===== src/rtl/reg_scoreboard_pkg.sv =====
// Shared definitions for the long-latency register scoreboard.
// Holds the stall reason encoding and the register address width.
package reg_scoreboard_pkg;

  localparam int REG_ADDR_W = 5;

  typedef enum logic [1:0] {
    STALL_NONE = 2'd0,
    STALL_RAW  = 2'd1,
    STALL_WAW  = 2'd2,
    STALL_FULL = 2'd3
  } stall_reason_e;

  // x0 is hardwired to zero, so it can never be a real producer or consumer.
  function automatic logic is_tracked(input logic [REG_ADDR_W-1:0] addr);
    return addr != '0;
  endfunction

endpackage


===== src/rtl/reg_scoreboard.sv =====
// Scoreboard of in-flight long-latency destination registers (load/mul/div).
// Stalls ID on RAW/WAW hazards against pending writes and when the budget is full.
module reg_scoreboard
  import reg_scoreboard_pkg::*;
#(
  parameter int NUM_REGS        = 32,
  parameter int MAX_OUTSTANDING = 4,
  parameter int CNT_W           = 16
) (
  input  logic                                   clk,
  input  logic                                   rst_n,
  input  logic                                   ID_valid_i,
  input  logic [REG_ADDR_W-1:0]                  ID_rs1_addr_i,
  input  logic [REG_ADDR_W-1:0]                  ID_rs2_addr_i,
  input  logic                                   ID_rs1_used_i,
  input  logic                                   ID_rs2_used_i,
  input  logic [REG_ADDR_W-1:0]                  ID_rd_addr_i,
  input  logic                                   ID_RegWrite_i,
  input  logic                                   ID_long_lat_i,
  input  logic                                   flush_i,
  input  logic                                   WB_valid_i,
  input  logic [REG_ADDR_W-1:0]                  WB_rd_addr_i,
  output logic                                   stall_o,
  output logic [1:0]                             stall_reason_o,
  output logic                                   issue_o,
  output logic [NUM_REGS-1:0]                    pending_o,
  output logic [$clog2(MAX_OUTSTANDING+1)-1:0]   outstanding_o,
  output logic [CNT_W-1:0]                       stall_cnt_o,
  output logic                                   err_o
);

  localparam int OUT_W = $clog2(MAX_OUTSTANDING+1);

  logic [NUM_REGS-1:0] pending_q, pending_d;
  logic [NUM_REGS-1:0] clr_mask, set_mask, eff;
  logic [OUT_W-1:0]    out_q, out_d, count_after_clear;
  logic [CNT_W-1:0]    cnt_q, cnt_d;
  logic                err_q, err_d;
  logic                clr_hit, raw, waw, full, stall, issue, long_write;
  stall_reason_e       reason;

  function automatic logic [NUM_REGS-1:0] onehot(input logic [REG_ADDR_W-1:0] a);
    return NUM_REGS'(1) << a;
  endfunction

  always_ff @(posedge clk) begin
    if (!rst_n) begin
      pending_q <= '0;
      out_q     <= '0;
      cnt_q     <= '0;
      err_q     <= 1'b0;
    end else begin
      pending_q <= pending_d;
      out_q     <= out_d;
      cnt_q     <= cnt_d;
      err_q     <= err_d;
    end
  end

  // A writeback landing this cycle is forwarded, so its register no longer blocks ID.
  always_comb begin
    clr_hit           = 1'b0;
    clr_mask          = '0;
    set_mask          = '0;
    eff               = pending_q;
    count_after_clear = out_q;
    raw               = 1'b0;
    waw               = 1'b0;
    full              = 1'b0;
    stall             = 1'b0;
    issue             = 1'b0;
    long_write        = 1'b0;
    reason            = STALL_NONE;
    pending_d         = pending_q;
    out_d             = out_q;
    cnt_d             = cnt_q;
    err_d             = err_q;

    clr_hit           = WB_valid_i && is_tracked(WB_rd_addr_i) && pending_q[WB_rd_addr_i];
    clr_mask          = clr_hit ? onehot(WB_rd_addr_i) : '0;
    eff               = pending_q & ~clr_mask;
    count_after_clear = out_q - OUT_W'(clr_hit);

    long_write = ID_valid_i && ID_RegWrite_i && ID_long_lat_i && is_tracked(ID_rd_addr_i);

    raw  = ID_valid_i &&
           ((ID_rs1_used_i && is_tracked(ID_rs1_addr_i) && eff[ID_rs1_addr_i]) ||
            (ID_rs2_used_i && is_tracked(ID_rs2_addr_i) && eff[ID_rs2_addr_i]));
    waw  = ID_valid_i && ID_RegWrite_i && is_tracked(ID_rd_addr_i) && eff[ID_rd_addr_i];
    full = long_write && (count_after_clear == OUT_W'(MAX_OUTSTANDING));

    stall = (raw || waw || full) && !flush_i;
    issue = long_write && !stall && !flush_i;

    if (stall) begin
      if (raw)      reason = STALL_RAW;
      else if (waw) reason = STALL_WAW;
      else          reason = STALL_FULL;
    end

    set_mask  = issue ? onehot(ID_rd_addr_i) : '0;
    pending_d = eff | set_mask;

    // Issue and clear in the same cycle cancel out in the count.
    case ({issue, clr_hit})
      2'b10:   out_d = out_q + OUT_W'(1);
      2'b01:   out_d = out_q - OUT_W'(1);
      default: out_d = out_q;
    endcase

    if (stall && (cnt_q != '1)) cnt_d = cnt_q + CNT_W'(1);

    if (WB_valid_i && !clr_hit) err_d = 1'b1;
  end

  assign stall_o        = stall;
  assign stall_reason_o = reason;
  assign issue_o        = issue;
  assign pending_o      = pending_q;
  assign outstanding_o  = out_q;
  assign stall_cnt_o    = cnt_q;
  assign err_o          = err_q;

endmodule

===== config.mk =====
export PLATFORM = sky130hd
export DESIGN_NAME = reg_scoreboard
export DESIGN_NICKNAME = d
export VERILOG_FILES = /design/src/rtl/reg_scoreboard_pkg.sv /design/src/rtl/reg_scoreboard.sv
export SDC_FILE = /design/constraint.sdc
export NUM_CORES = 1
export LEC_CHECK = 0
export ABC_CLOCK_PERIOD_IN_PS = 4900
export CAP_MARGIN = 5
export CORE_UTILIZATION = 48
export CTS_CLUSTER_DIAMETER = 120
export DETAILED_ROUTE_END_ITERATION = 10
export PLACE_DENSITY = 0.78
export REMOVE_ABC_BUFFERS = 1
export SLEW_MARGIN = 30
export SYNTH_ARGS = -nofsm -noshare
export SYNTH_HDL_FRONTEND = slang
export SYNTH_SLANG_ARGS = --single-unit

===== constraint.sdc =====
create_clock -name clk -period 4.9 [get_ports clk]
set_clock_uncertainty 0.15 [all_clocks]
set_input_delay 0.49 -clock clk [delete_from_list [all_inputs] [get_ports clk]]
set_output_delay 0.49 -clock clk [all_outputs]
set_load 0.02 [all_outputs]

==> Flow_metrics.wiki, run 1 <==
{| class="wikitable"
! Metric !! Value
|-
| Multiplexer share of the synthesized area || 0.120
|-
| Clock Latency Late Sink || 330 ps
|-
| H-tree depth || 2
|-
| # diodes || 0
|-
| Total number of vias || 5036
|-
| Type of the worst min-delay path || reg2reg
|-
| Depth of the worst hold-timing path || 1
|-
| Largest fanout on the critical path || 6
|-
| Area of the mapped netlist || 4290 um^2
|-
| Area of placed instances || 5790 um^2
|-
| Sequential cell area || 1040 um^2
|-
| Worst slew pin tran || 860 ps
|-
| Post-synthesis area per instance || 8.03 um^2
|-
| Area growth from synthesis to layout || 40.9%
|-
| RSZ-0062 raised after global routing || no
|-
| Adder-cell area share of the yosys netlist || 0.0134
|-
| Final count of pins violating max slew || 0
|-
| Standard-cell rows || 34
|-
| Clock sink count || 52
|-
| Path depth of the worst reg2reg path || 22
|-
| Antenna violations before repair || 0
|-
| Detail Route Antenna Nets || 0
|-
| Total area of multi-input combinational cells || 3060 um^2
|-
| Clock Pin Slew Worst Setup and Hold Paths || 100 ps
|-
| Buffers on Ports || 84
|-
| Io pins || 85
|-
| Number of filler cells placed in the layout || 745
|-
| Outcome || completed
|-
| Fraction of the mapped netlist area in compound gates || 0.290
|-
| Number of hold violations in the final report || 0
|-
| Hold Startpoint || err_o
|-
| Wire length per cell after detailed routing || 21.6 um
|-
| Number of synthesized flops with an enable pin || 0
|-
| Type of the setup path with the least slack || in2reg
|-
| Die Y || 96.5 um
|-
| Max_cap viols || 0
|-
| Static Leak || 0.00228 uW
|-
| First-pass GRT wire length || 25800 um
|-
| Total wire length || 17300 um
|-
| Clk root buf || sky130_fd_sc_hd__clkbuf_8
|-
| Sequential cell area fraction in the yosys report || 0.243
|-
| Cell types with the largest area share after synthesis || sky130_fd_sc_hd__dfxtp_1 (24%), sky130_fd_sc_hd__mux2i_1 (7.0%), sky130_fd_sc_hd__nand2_1 (4.8%)
|-
| X dimension of the die || 96.5 um
|-
| Post-synthesis sequential element count || 52
|-
| RD Place Congestion || 0.967
|-
| Hpwl dp || 13600 um
|-
| Number of cells after detailed placement || 787
|-
| Max Buffers Root-to-Sink || 2
|-
| First drt pass iteration count || 5
|-
| Final setup viols || 0
|-
| Period utilisation layout || 0.953
|-
| Largest net degree at the start of global routing || 43
|-
| Power per cell area || 165 nW/um^2
|-
| Xor and xnor fraction of the mapped netlist area || 0.0164
|-
| CTS tree || built
|-
| TritonCTS Buffers || 5
|-
| Overall Global Routing Usage || 0.376
|-
| Fraction of layout instances using a drive strength above 1 || 0.221
|-
| Die Footprint || 9310 um^2
|-
| Data arrival, critical path || 4760 ps
|-
| Worst Setup SP || WB_rd_addr_i[1]
|-
| Sum of overflow across all layers after global routing || 0
|-
| Via-to-Cell Ratio || 6.30
|-
| Share of synthesized flip-flops with an asynchronous set or reset || 0
|-
| Most repeated cell in the gate-level netlist after synthesis || sky130_fd_sc_hd__nand2_1
|-
| Worst flop-to-flop path startpoint || pending_o[13]
|-
| Non-filler cells, final || 800
|-
| Top post-synthesis cells by count || sky130_fd_sc_hd__nand2_1 (55), sky130_fd_sc_hd__dfxtp_1 (52), sky130_fd_sc_hd__nor2_1 (34), sky130_fd_sc_hd__o21ai_0 (34), sky130_fd_sc_hd__mux2i_1 (30)
|-
| Effective utilization at floorplan || 0.494
|-
| Warnings from Yosys || 0
|-
| Leading area contributor after synthesis || sky130_fd_sc_hd__dfxtp_1
|-
| Worst ir drop on vdd || 0.126 mV
|-
| Area of the core region || 8680 um^2
|-
| Accumulated negative setup slack || 0 ps
|-
| Hold slack final || 322 ps
|-
| Instance count of the mapped netlist || 534
|-
| Post-layout min period || 4670 ps
|-
| Dominant combinational cell family by area after synthesis || compound AO/OA/AOI/OAI gates
|-
| Worst slew slack as a fraction of its limit || 0.426
|-
| Critical Path Source Type || primary input
|-
| Critical path data required time || 4990 ps
|-
| Number of remaining DRC errors || 0
|-
| Total power draw || 994 uW
|-
| Predominant post-synthesis flop cell || sky130_fd_sc_hd__dfxtp_1
|-
| Netlist cell types || 77
|-
| Iteration-0 DRC count of the detailed router || 440
|-
| Vias in the first global route || 4761
|-
| Capturing element type of the critical path || flip-flop
|-
| Highest clock frequency the design can meet || 214 MHz
|-
| Final design instance area without fill || 6040 um^2
|-
| Area share of and/or/nand/nor cells after synthesis || 0.252
|-
| Fin nets || 724
|-
| Area share of the largest cell type after synthesis || 0.243
|}
## final timing paths
check	to	slack, ps
setup reg to reg	outstanding_o[2]	320
hold / removal	err_o	320
hold reg to reg	err_o	320
setup / recovery	outstanding_o[2]	230
## placed cells by master, fill, tap and decap left out, drive strengths merged, types with 11 or more instances in the layout
| cell type | n |
|---|---|
| nor2b | 13 |
| dfxtp | 52 |
| mux2i | 30 |
| a21oi | 16 |
| nand2b | 24 |
| buf | 101 |
| o31ai | 14 |
| o21ai | 36 |
| nand3 | 18 |
| nor3 | 16 |
| nand2 | 56 |
| nor2 | 34 |
| clkdlybuf4s50 | 75 |
| o211ai | 12 |
| o22ai | 11 |
| inv | 20 |
## worst max-delay path, stage by stage
cell and delay [ps]:
sky130_fd_sc_hd__dlymetal6s2s_1 230, sky130_fd_sc_hd__clkbuf_16 220, sky130_fd_sc_hd__mux4_2 480, sky130_fd_sc_hd__o21ai_0 220, sky130_fd_sc_hd__a31oi_1 130, sky130_fd_sc_hd__buf_4 170, sky130_fd_sc_hd__ha_1 200, sky130_fd_sc_hd__xnor2_2 140
sky130_fd_sc_hd__nor4b_2 290, sky130_fd_sc_hd__buf_4 170, sky130_fd_sc_hd__o41ai_2 70, sky130_fd_sc_hd__buf_4 150, sky130_fd_sc_hd__a311oi_4 260, sky130_fd_sc_hd__buf_4 170, sky130_fd_sc_hd__nor3_4 40, sky130_fd_sc_hd__nand2_2 90
sky130_fd_sc_hd__ha_1 160, sky130_fd_sc_hd__inv_1 50, sky130_fd_sc_hd__fa_1 380, sky130_fd_sc_hd__xor2_1 160, sky130_fd_sc_hd__or3_1 300, sky130_fd_sc_hd__a21oi_1 160
## layout make-up
class / instances / area share
timing repair buffer: 185 / 0.271
clock buffer: 5 / 0.0114
sequential: 52 / 0.172
inverter: 19 / 0.0118
tap: 108 / 0.0224
multi-input combinational: 428 / 0.507
clock inverter: 3 / 0.00435
## per-layer routing
metal | global-route usage | share of wire | up-vias
met4 | 0.164 | 0.036 | 0
met3 | 0.0736 | 0.095 | 43
met5 | 0 | 0 | -
met1 | 0.479 | 0.40 | 2362
met2 | 0.613 | 0.47 | 303
li1 | - | - | 2328
## sequential cells by signal (all words and copies together), names as in the netlist
name	cells
err_o	1
pending_o	32
outstanding_o	3
stall_cnt_o	16
## power by group
group	total [uW]	internal [uW]	switching (uW)
clock network	272	105	167
logic	290	130	160
registers	432	427	5.07
## logic make-up after synthesis
group                      after synthesis
AOI/OAI and AO/OA                      167
adders and majority gates                4
buffers and inverters                   54
and+or+nand+nor                        207
xor gates and xnor gates                 8
DFF                                     52
muxes                                   42
## timing repair
item,CTS,global route
cloned,0,1
gates resized for setup,14,15
pin swaps,3,3
setup endpoints to repair,5,9
setup buffers,3,1
hold buffers,0,0
## stage by stage
stage	setup WS (ps)	util
3_3_place_gp	-286	0.667
6_report	229	0.696
3_5_place_dp	-451	0.667
4_1_cts	-28.6	0.685
5_1_grt	38.5	0.696
2_1_floorplan	274	-
Power figures use the tool's default switching activity.
==> run 2: changes to the inputs <==
--- a/config.mk
+++ b/config.mk
@@ -5,7 +5,7 @@
 export SDC_FILE = /design/constraint.sdc
 export NUM_CORES = 1
 export LEC_CHECK = 0
-export ABC_CLOCK_PERIOD_IN_PS = 4900
+export ABC_CLOCK_PERIOD_IN_PS = 4000
 export CAP_MARGIN = 5
 export CORE_UTILIZATION = 48
 export CTS_CLUSTER_DIAMETER = 120
==> constraint.sdc (replaced) <==
create_clock -name clk -period 4 [get_ports clk]
set_clock_uncertainty 0.15 [all_clocks]
set_input_delay 0.8 -clock clk [delete_from_list [all_inputs] [get_ports clk]]
set_output_delay 0.8 -clock clk [all_outputs]
set_load 0.02 [all_outputs]
==> run 2 against run 1 <==
Combinational power grew 63%. Non-clock buffer count grew 105. Clock-buffer cell count grew 1. Die area is the same. The flow now finishes with violations (setup timing). Flip-flop and latch count is the same. Clock power grew 26%. Setup slack lost 1200 ps. Global-route usage grew 8.1 points. Cell count grew 13%. Wire length grew 23%. Critical endpoint is now stall_reason_o[0]. Critical path type is now in2out. Core utilization grew 16 points. Final area grew 23%.
==> Flow_metrics.wiki, run 2 (same netlist as run 1, synthesis figures left out) <==
{| class="wikitable"
! Metric !! Value
|-
| Total number of vias || 5999 (+19%)
|-
| Max Buffers Root-to-Sink || 2 (unchanged)
|-
| Capturing element type of the critical path || primary output
|-
| Number of filler cells placed in the layout || 513 (-31%)
|-
| Die Y || 96.5 um (unchanged)
|-
| Via-to-Cell Ratio || 6.63 (+5.3%)
|-
| Most common cell after layout, fill and taps aside || sky130_fd_sc_hd__buf_4
|-
| Period utilisation layout || 1.26
|-
| Die Footprint || 9310 um^2 (unchanged)
|-
| Area of the core region || 8680 um^2 (unchanged)
|-
| Clock sink count || 52 (unchanged)
|-
| Critical path data required time || 3050 ps (-1940 ps)
|-
| X dimension of the die || 96.5 um (unchanged)
|-
| Flip-flop count of the largest register after layout || 32 (unchanged)
|-
| Sum of overflow across all layers after global routing || 0 (unchanged)
|-
| Outcome || finished with violations
|-
| Clock Latency Late Sink || 330 ps (about the same)
|-
| Area growth from synthesis to layout || 72.7%
|-
| Clock Pin Slew Worst Setup and Hold Paths || 100 ps (about the same)
|-
| Max_cap viols || 0 (unchanged)
|-
| Number of hold violations in the final report || 0 (unchanged)
|-
| Highest clock frequency the design can meet || 199 MHz
|-
| Setup slack at placement || -2060 ps (-1610 ps)
|-
| Power per cell area || 182 nW/um^2 (+11%)
|-
| Fraction of layout instances using a drive strength above 1 || 0.407 (+0.185)
|-
| Post-route setup slack || -1020 ps (-1250 ps)
|-
| Worst ir drop on vdd || 0.162 mV (+29%)
|-
| Antenna violations before repair || 2 (+2)
|-
| Fin nets || 829 (+15%)
|-
| Type of the worst min-delay path || reg2reg
|-
| Number of remaining DRC errors || 0 (unchanged)
|-
| Data arrival, critical path || 4070 ps (-690 ps)
|-
| Type of the setup path with the least slack || in2out
|-
| Most frequent cells in the layout || sky130_fd_sc_hd__buf_4 (184), sky130_fd_sc_hd__clkdlybuf4s50_1 (74), sky130_fd_sc_hd__nand2_1 (54)
|-
| Io pins || 85 (unchanged)
|-
| # diodes || 0 (unchanged)
|-
| First drt pass iteration count || 9 (+4)
|-
| Accumulated negative setup slack || -20890 ps (-20890 ps)
|-
| First-pass GRT wire length || 31200 um (+21%)
|-
| Final setup viols || 54 (+54)
|-
| Number of cells after detailed placement || 874 (+11%)
|-
| Violated checks || setup timing
|-
| Post-layout min period || 5020 ps
|-
| CTS tree || built
|-
| RSZ-0062 raised after global routing || yes
|-
| Worst slew pin tran || 694 ps (-165 ps)
|-
| Clk root buf || sky130_fd_sc_hd__clkbuf_8
|-
| Effective utilization at floorplan || 0.494 (unchanged)
|-
| Largest fanout on the critical path || 6 (unchanged)
|-
| Overall Global Routing Usage || 0.456 (+0.0808)
|-
| H-tree depth || 2 (unchanged)
|-
| Critical Path Source Type || primary input
|-
| Total wire length || 21400 um (+23%)
|-
| Buffers on Ports || 84 (unchanged)
|-
| RD Place Congestion || 1.06 (+9.3%)
|-
| Non-filler cells, final || 905 (+13%)
|-
| Standard-cell rows || 34 (unchanged)
|-
| Worst slew slack as a fraction of its limit || 0.537 (+0.111)
|-
| Vias in the first global route || 5903 (+24%)
|-
| Hpwl dp || 15100 um (+11%)
|-
| Static Leak || 0.00289 uW (+26%)
|-
| Quantity of hold-fixing buffers added after cts || 0 (unchanged)
|-
| Iteration-0 DRC count of the detailed router || 588 (+34%)
|-
| Wire length per cell after detailed routing || 23.6 um (+9.1%)
|-
| Largest net degree at the start of global routing || 43 (unchanged)
|-
| Detail Route Antenna Nets || 0 (unchanged)
|-
| Hold slack final || 321 ps (-1.40 ps)
|-
| TritonCTS Buffers || 5 (unchanged)
|-
| Final count of pins violating max slew || 0 (unchanged)
|}
==> run 2: path summary, 6_finish.rpt <==
| path | startpoint | end | slack (ps) | cells past startpoint |
|---|---|---|---|---|
| setup reg to reg | pending_o[30] | outstanding_o[2] | -520 | 22 |
| setup / recovery | WB_rd_addr_i[1] | stall_reason_o[0] | -1020 | 17 |
| hold / removal | err_o | err_o | 320 | 1 |
| hold reg to reg | err_o | err_o | 320 | 1 |
==> run 2: report_power, final <==
part	total, uW	internal [uW]	switching [uW]	leakage [uW]
combinational	473	221	252	0.00241
sequential	530	523	7.20	0.000419
clock	344	142	201	0.0000516
total	1350	886	461	0.00289
==> run 2: layout make-up <==
class                   instances  area, um^2  share of cell area
multi-input cells             428        3530               0.478
inverters                      19        71.3             0.00964
flip-flops and latches         52        1040               0.141
clock buffers                   6        82.6              0.0112
well taps                     108         135              0.0183
clock inverters                 2        13.8             0.00186
repair buffers                290        2520               0.341
==> run 2: routing by layer <==
| metal | track usage | up-vias | share of wire |
|---|---|---|---|
| met5 | 0 | - | 0.0011 |
| met4 | 0.327 | 4 | 0.090 |
| met3 | 0.139 | 191 | 0.11 |
| met2 | 0.721 | 477 | 0.44 |
| met1 | 0.522 | 2774 | 0.35 |
| li1 | - | 2553 | - |
==> run 2: repair_timing <==
action                     in CTS  in global routing
setup endpoints to repair      54                 54
cloned                          3                  0
buffers inserted               19                  4
pin swaps                      38                 18
resized for setup             162                 25
==> run 2: worst max-delay path, cell delays in order <==
cell and delay [ps]:
sky130_fd_sc_hd__buf_8 110, sky130_fd_sc_hd__buf_12 130, sky130_fd_sc_hd__mux2i_1 140, sky130_fd_sc_hd__a22o_1 270, sky130_fd_sc_hd__or3_4 400, sky130_fd_sc_hd__a31oi_4 240, sky130_fd_sc_hd__ha_4 210, sky130_fd_sc_hd__xnor2_4 130
sky130_fd_sc_hd__nor4b_4 70, sky130_fd_sc_hd__or3_4 360, sky130_fd_sc_hd__a211oi_4 280, sky130_fd_sc_hd__buf_6 140, sky130_fd_sc_hd__a311oi_4 30, sky130_fd_sc_hd__buf_4 170, sky130_fd_sc_hd__o31ai_4 340, sky130_fd_sc_hd__a41oi_2 60
sky130_fd_sc_hd__buf_4 170
==> run 2: metrics by stage <==
stage	util	instance area, um^2	total power, uW
final	0.853	7400	1350
after global routing	0.853	7400	1380
after CTS	0.834	7240	1300
after detailed placement	0.742	6440	909
after global placement	0.742	6440	903
after floorplan	-	4080	679
